===== config.mk =====
export PLATFORM = sky130hd
export DESIGN_NAME = microwave_timer_ctrl
export DESIGN_NICKNAME = d
export VERILOG_FILES = /design/src/rtl/microwave_timer_ctrl.sv
export SDC_FILE = /design/constraint.sdc
export NUM_CORES = 1
export LEC_CHECK = 0
export BUFFER_PORTS_ARGS = -buffer_cell sky130_fd_sc_hd__buf_2
export CORE_ASPECT_RATIO = 1.2
export CORE_UTILIZATION = 50
export CTS_CLUSTER_DIAMETER = 80
export DETAILED_ROUTE_END_ITERATION = 16
export PLACE_DENSITY = 0.78
export SKIP_CTS_REPAIR_TIMING = 1
export SYNTH_ARGS = -nofsm -noshare
export SYNTH_HDL_FRONTEND = slang
export SYNTH_SLANG_ARGS = --single-unit

===== constraint.sdc =====
create_clock -name clk -period 5.4 [get_ports clk]
set_input_delay 1.08 -clock clk [delete_from_list [all_inputs] [get_ports clk]]
set_output_delay 1.08 -clock clk [all_outputs]
set_load 0.03 [all_outputs]

===== src/rtl/microwave_timer_ctrl.sv =====
`default_nettype none
// ============================================================================
//  Module   : microwave_timer_ctrl
//  Purpose  : Keypad entry, tick gating and cook/pause/done sequencing for a
//             three-digit (M:SS) countdown datapath.
//  Revision : 1.0
// ============================================================================
module microwave_timer_ctrl #(
    parameter int DONE_TICKS = 3,
    parameter int MAX_DIGITS = 3
) (
    input  logic       clk,
    input  logic       clr,
    input  logic       key_valid,
    input  logic [3:0] key_data,
    input  logic       start,
    input  logic       stop,
    input  logic       clear,
    input  logic       door_closed,
    input  logic       tick,
    input  logic       counter_zero,
    output logic [3:0] cnt_data,
    output logic       cnt_loadn,
    output logic       cnt_clrn,
    output logic       cnt_enable,
    output logic       mag_on,
    output logic       beep,
    output logic [2:0] state_out
);

    typedef enum logic [2:0] {
        ST_IDLE   = 3'd0,
        ST_ENTRY  = 3'd1,
        ST_COOK   = 3'd2,
        ST_PAUSED = 3'd3,
        ST_DONE   = 3'd4
    } state_t;

    localparam int                c_CNT_W    = $clog2(MAX_DIGITS + 1);
    localparam logic [c_CNT_W-1:0] c_MAX_CNT  = c_CNT_W'(MAX_DIGITS);
    localparam logic [c_CNT_W-1:0] c_CNT_ONE  = c_CNT_W'(1);
    localparam logic [3:0]         c_LAST_BEEP = 4'(DONE_TICKS - 1);

    state_t              r_state;
    logic [3:0]          r_s0;
    logic [3:0]          r_s1;
    logic [3:0]          r_s2;
    logic [c_CNT_W-1:0]  r_count;
    logic [3:0]          r_beep_cnt;
    logic [3:0]          r_cnt_data;
    logic                r_cnt_loadn;
    logic                r_cnt_clrn;
    logic                r_mag_on;
    logic                r_beep;

    // One event per cycle survives: clear > door open > stop > start > key.
    logic w_door_open;
    logic w_ev_stop;
    logic w_ev_start;
    logic w_ev_key;
    logic w_key_ok;
    logic w_done_end;
    logic w_go_idle;
    logic w_unused_s2;

    assign w_door_open = ~clear & ~door_closed;
    assign w_ev_stop   = ~clear & door_closed & stop;
    assign w_ev_start  = ~clear & door_closed & ~stop & start;
    assign w_ev_key    = ~clear & door_closed & ~stop & ~start & key_valid;

    // The digit currently in s0 becomes seconds-tens after the shift.
    assign w_key_ok = w_ev_key
                    & ((r_state == ST_IDLE) | (r_state == ST_ENTRY))
                    & (key_data <= 4'd9)
                    & (r_count < c_MAX_CNT)
                    & (r_s0 <= 4'd5);

    assign w_done_end = (r_state == ST_DONE) & tick & (r_beep_cnt == c_LAST_BEEP);

    assign w_go_idle = clear
                     | (w_ev_stop & ((r_state == ST_ENTRY) | (r_state == ST_PAUSED)
                                     | (r_state == ST_DONE)))
                     | ((r_state == ST_DONE) & (w_ev_start | w_ev_key))
                     | w_done_end;

    assign w_unused_s2 = ^r_s2;

    always_ff @(posedge clk or posedge clr) begin
        if (clr) begin
            r_state     <= ST_IDLE;
            r_s0        <= 4'd0;
            r_s1        <= 4'd0;
            r_s2        <= 4'd0;
            r_count     <= '0;
            r_beep_cnt  <= 4'd0;
            r_cnt_data  <= 4'd0;
            r_cnt_loadn <= 1'b1;
            r_cnt_clrn  <= 1'b0;
            r_mag_on    <= 1'b0;
            r_beep      <= 1'b0;
        end else begin
            r_cnt_loadn <= 1'b1;
            r_cnt_clrn  <= 1'b1;
            if (w_go_idle) begin
                r_state    <= ST_IDLE;
                r_cnt_clrn <= 1'b0;
                r_s0       <= 4'd0;
                r_s1       <= 4'd0;
                r_s2       <= 4'd0;
                r_count    <= '0;
                r_beep_cnt <= 4'd0;
                r_mag_on   <= 1'b0;
                r_beep     <= 1'b0;
            end else begin
                case (r_state)
                    ST_IDLE, ST_ENTRY: begin
                        if (w_key_ok) begin
                            r_state     <= ST_ENTRY;
                            r_cnt_data  <= key_data;
                            r_cnt_loadn <= 1'b0;
                            r_s2        <= r_s1;
                            r_s1        <= r_s0;
                            r_s0        <= key_data;
                            r_count     <= r_count + c_CNT_ONE;
                        end else if ((r_state == ST_ENTRY) & w_ev_start & ~counter_zero) begin
                            r_state  <= ST_COOK;
                            r_mag_on <= 1'b1;
                        end
                    end
                    ST_COOK: begin
                        if (w_door_open | w_ev_stop) begin
                            r_state  <= ST_PAUSED;
                            r_mag_on <= 1'b0;
                        end else if (counter_zero) begin
                            r_state    <= ST_DONE;
                            r_mag_on   <= 1'b0;
                            r_beep     <= 1'b1;
                            r_beep_cnt <= 4'd0;
                        end
                    end
                    ST_PAUSED: begin
                        if (w_ev_start) begin
                            r_state  <= ST_COOK;
                            r_mag_on <= 1'b1;
                        end
                    end
                    ST_DONE: begin
                        if (tick) begin
                            r_beep_cnt <= r_beep_cnt + 4'd1;
                        end
                    end
                    default: begin
                        r_state  <= ST_IDLE;
                        r_mag_on <= 1'b0;
                        r_beep   <= 1'b0;
                    end
                endcase
            end
        end
    end

    // Gated combinationally so a tick arriving with a pause request still counts.
    assign cnt_enable = (r_state == ST_COOK) & tick & ~counter_zero;

    assign cnt_data  = r_cnt_data;
    assign cnt_loadn = r_cnt_loadn;
    assign cnt_clrn  = r_cnt_clrn;
    assign mag_on    = r_mag_on;
    assign beep      = r_beep;
    assign state_out = r_state;

endmodule
`default_nettype wire


# Word level (Yosys, flattened, before mapping)
# Cells that the tools add are included.
# word_totals
ff_bits	21
output_inout_bits	12
word_cells	107
# classes
add_sub_neg	2
n_lt_le_gt_ge	3
n_eq_ne	15
muxes	33
bitwise	33
n_reduce_logical	12
# op_table
op	count
4-bit 2-to-1 mux	7
1-bit bitwise AND	19
3-bit 2-to-1 mux	6
3-bit != test (second input constant)	6
1-bit 2-to-1 mux	13
3-bit one-hot mux with 4 select lines	1
4-bit != test (second input constant)	2
1-bit OR	8
4-bit one-hot mux with 2 select lines	1
4-bit AND reduction	2
3-bit by 2-bit equality test with 1-bit output (second input constant)	2
2-bit 2-to-1 mux	3
1-bit NOT	6
3-bit AND reduction	2
5-bit AND reduction	1
4-bit by 1-bit adder with 4-bit output (second input constant)	1
4-bit by 2-bit equality test with 1-bit output (second input constant)	1
4-bit by 3-bit less-or-equal comparator with 1-bit output (second input constant)	1
4-bit less-or-equal comparator (second input constant)	1
1-bit one-hot mux with 4 select lines	1
2-bit nonzero test	2
4-bit OR reduction	1
3-bit by 1-bit equality test with 1-bit output (second input constant)	1
3-bit equality test (second input constant)	1
9 further kinds	9

# Depth between registers and ports, before layout
# logic_depth
ltp_word	12
mapped_depth	7

# Least setup slack after synthesis
# No wires, ideal clock.
# synth_timing
path_type	reg-to-output
start	register r_state[1], in the netlist state_out[1]
end	output cnt_enable
arrival_time_ns	1.513
slack_ns	2.807
stages_incl_launch_ff	4
path_cell_list	dfrtp_1 -> buf_2 -> nor3b_1 -> and3_1
# synth_via
elab_chain_len	3
# synth_rtl
element	line	text
from (decl)	44	state_t r_state;
from (signal assigned)	90	r_state <= ST_IDLE;
from (signal assigned)	105	r_state <= ST_IDLE;
from (signal assigned)	118	r_state <= ST_ENTRY;
3-bit by 2-bit equality test with 1-bit output	163	assign cnt_enable = (r_state == ST_COOK) & tick & ~counter_zero;
1-bit bitwise AND (2 in a row)	163	
to (decl)	25	output logic cnt_enable,
# No other way between the ends.

# Worst setup path after layout
# Ends and elaborated chain as after synthesis.

==> tab_implementation.tex <==
\begin{tabular}{lr}
\hline
Metric & Value \\
\hline
\multicolumn{2}{l}{\textbf{Outcome}} \\
Outcome & finished, final reports clean \\
\multicolumn{2}{l}{\textbf{CTS}} \\
H-tree lvl count & 1 \\
Sinks on Clock Net & 20 \\
Buffer depth of the longest clock path & 2 \\
CTS buffer count & 3 \\
Clock network latency to the later pin of the worst-skew pair & around 0.3 ns \\
CTS tree & done \\
Clock root buffer master & clkbuf\_4 \\
Clk pin slew, worst setup/hold paths & between 0.1 and 0.15 ns \\
\multicolumn{2}{l}{\textbf{Finish}} \\
Count of nets after finishing & 143 \\
Ant diodes & 0 \\
Area growth from synthesis to final layout & 16.4\% \\
Filler cells & between 150 and 200 \\
Ratio of cells with drive above 1 in the final layout & 0.341 \\
\multicolumn{2}{l}{\textbf{Logic synthesis}} \\
Fraction of the yosys area taken by sequential cells & 0.440 \\
Most common library cells after synthesis & 19 x dfrtp\_1, 8 x inv\_1, 5 x nand2\_1, 5 x o2111ai\_1, 5 x o21ai\_0 \\
Most used standard cell by instance count after synthesis & dfrtp\_1 \\
Syn nets & 118 \\
Average footprint of a synthesized cell & around 11 um2 \\
Number of distinct library cells after synthesis & between 40 and 50 \\
Predominant post-synthesis flop cell & dfrtp\_1 \\
Number of instances in the synthesized netlist & between 100 and 150 \\
Yosys warnings & 0 \\
Area fraction of the dominant cell type after synthesis & 0.417 \\
Number of synthesized flops with an enable pin & 0 \\
FFs w/ async S/R, synth & 1.00 \\
Leading cell types by total area after synthesis & dfrtp\_1 42\%, o2111ai\_1 3.8\%, ha\_1 3.3\% \\
Mapped Area & $\sim$1100 um2 \\
Library cell with the largest summed area after synthesis & dfrtp\_1 \\
Flop and latch count out of synthesis & 20 \\
\multicolumn{2}{l}{\textbf{Detailed routing}} \\
DR pass1 iterations & 4 \\
Aggregate routed wire length & approximately 2400 um \\
Wirelength per Cell & 15.1 um \\
DRT antenna net count & 0 \\
Vias/cell & around 5.8 \\
Count of routing violations after the opening detailed-route iteration & 18 \\
Remaining design rule violation count & 0 \\
Via total after detailed routing & $\sim$900 \\
\multicolumn{2}{l}{\textbf{Power}} \\
Sequential power share & 0.468 \\
Sw power & around 95 uW \\
Internal power component & roughly 260 uW \\
Share of total power in the clock network & 0.347 \\
Combinational group share of total power & 0.185 \\
Cell leakage power & around 0.00065 uW \\
Overall Power & roughly 350 uW \\
Switch share & 0.269 \\
Maximum resistive drop on vdd & between 0.0002 and 0.00025 V \\
Power density cells & about 270 nW/um2 \\
\multicolumn{2}{l}{\textbf{Critical path}} \\
Cells on worst reg2reg path & 4 \\
Critical Path Source Type & flip-flop \\
Worst setup path endpoint & cnt\_enable \\
Reg2reg start & state\_out[1]\$\_DFFE\_PP0P\_ \\
Maximum fanout count along the critical path & 12 \\
Worst path arrival time & 1.81 ns \\
Beginning of the critical path & state\_out[1]\$\_DFFE\_PP0P\_ \\
Kind of critical path & flip-flop to output port \\
End of the worst register-to-register path & r\_beep\_cnt[1]\$\_DFFE\_PP0P\_ \\
CP Capture Type & output port \\
Critical path data required time & $\sim$4.3 ns \\
Worst R2R Setup Slack & approximately 3.4 ns \\
\multicolumn{2}{l}{\textbf{Min path}} \\
Number of stages on the worst hold path & 1 \\
Type of the worst min-delay path & flip-flop to flip-flop \\
\multicolumn{2}{l}{\textbf{Floorplanning}} \\
Die footprint & $\sim$2500 um2 \\
Initial standard-cell utilization of the core & 0.545 \\
Total number of placement rows & 18 \\
I/O pin count & 25 \\
Die W & $\sim$46 um \\
CORE AREA & 2090 um2 \\
Die Y-Extent & 54.3 um \\
\multicolumn{2}{l}{\textbf{Place}} \\
Detailed Place HPWL & roughly 1800 um \\
Port buffer count & 24 \\
Final GP Congestion & just over 0.8 \\
\multicolumn{2}{l}{\textbf{Timing}} \\
Fin. Hold Viols & 0 \\
Setup tns final & 0 ns \\
Clock Skew & 0.00112 ns \\
Worst Hold Slack & slightly below 0.5 ns \\
Pin slew with the least headroom to its limit & about 0.75 ns \\
Endpoints failing setup & 0 \\
Worst slew slack as a fraction of its limit & 0.502 \\
Shortest clock period the worst path allows after layout & 2.89 ns \\
Total count of max-transition violations in the final report & 0 \\
Fin crit share & 0.536 \\
Setup repair after global routing missed its margin & false \\
Highest achievable clock rate & between 0.3 and 0.4 GHz \\
\multicolumn{2}{l}{\textbf{Global routing}} \\
Antenna violations before repair & 0 \\
Grt total ovfl & 0 \\
Global-route wire length before repair & $\sim$3800 um \\
Pin count of the biggest net entering global routing & 21 \\
GRT Total Usage & 0.214 \\
Vias in the first global route & between 800 and 900 \\
\multicolumn{2}{l}{\textbf{Flow run}} \\
Total of max-cap violations & 0 \\
\hline
\end{tabular}
## registers in the layout, indices dropped and copies added (netlist names)
register,cells
cnt_data,4
r_count,2
r_beep_cnt,4
cnt_loadn,1
r_s0,3
beep,1
state_out,3
mag_on,1
cnt_clrn,1
## critical path, cell delays in order (launching register included)
cell and delay (ns):
dfrtp_1 0.65, nor3b_1 0.47, and3_1 0.21, buf_2 0.19
## kinds of logic after synthesis
| kind of cell | after synthesis | synth area share |
|---|---|---|
| AO/OA/AOI/OAI | 32 | 0.219 |
| adder cells (fa/ha/maj) | 3 | 0.0329 |
| buffers and inverters | 13 | 0.0493 |
| flip-flops | 20 | 0.440 |
| multiplexers | 7 | 0.0746 |
| AND/OR/NAND/NOR | 27 | 0.184 |
## cell usage in the layout (no fill, tap or decap), types with 2 or more instances in the layout
cell / count
a21oi_1: 3
a22o_1: 4
buf_2: 24
clkbuf_4: 3
dfrtp_1: 19
ha_1: 3
inv_1: 8
mux2_1: 3
mux2_4: 2
nand2_1: 5
nand2b_1: 2
nand3_1: 2
nor2_1: 2
nor2b_1: 3
nor3b_4: 2
o2111ai_1: 5
o211ai_1: 4
o21ai_0: 5
## worst min path at each step
| stage | start | endpoint | slack [ns] |
|---|---|---|---|
| after floorplan | r_s0[1]$_DFFE_PP0P_ | r_s0[1]$_DFFE_PP0P_ | 0.47 |
| after global placement | cnt_data[1]$_DFFE_PP0P_ | cnt_data[1]$_DFFE_PP0P_ | 0.46 |
| after detailed placement | cnt_data[1]$_DFFE_PP0P_ | cnt_data[1]$_DFFE_PP0P_ | 0.47 |
| after CTS | cnt_data[1]$_DFFE_PP0P_ | cnt_data[1]$_DFFE_PP0P_ | 0.50 |
| after global routing | cnt_data[1]$_DFFE_PP0P_ | cnt_data[1]$_DFFE_PP0P_ | 0.51 |
| final | cnt_data[1]$_DFFE_PP0P_ | cnt_data[1]$_DFFE_PP0P_ | 0.49 |
## power by group through the flow
stage          combinational (uW)  sequential, uW  clock, uW
2_1_floorplan                27.2             186          0
3_3_place_gp                 64.4             168          0
3_5_place_dp                 65.6             169          0
4_1_cts                      66.0             166        125
5_1_grt                      70.4             167        130
6_report                     65.2             165        123
## layout make-up
type	instances	area, um2	area share
multi-input combinational	69	583	0.439
inverter	9	33.8	0.0254
tap	30	37.5	0.0282
sequential	20	502	0.378
clock buffer	3	22.5	0.0169
timing repair buffer	24	120	0.0904
clock inverter	1	30.0	0.0226
## routing by layer
layer | track usage | vias to the layer above | part of all wire
met5 | 0 | - | 0
li1 | - | 439 | -
met4 | 0.0707 | 0 | 0.012
met1 | 0.281 | 433 | 0.44
met2 | 0.350 | 27 | 0.51
met3 | 0.0429 | 4 | 0.035
## through the flow
stage | cell area [um2] | utilization | setup slack (ns) | std cells
2_1_floorplan | 1140 | - | 2.81 | 102
3_3_place_gp | 1280 | 0.609 | 2.69 | 152
3_5_place_dp | 1280 | 0.609 | 2.68 | 152
4_1_cts | 1330 | 0.634 | 2.49 | 156
5_1_grt | 1330 | 0.634 | 2.44 | 156
6_report | 1330 | 0.634 | 2.51 | 156
Power figures use the tool's default switching activity.
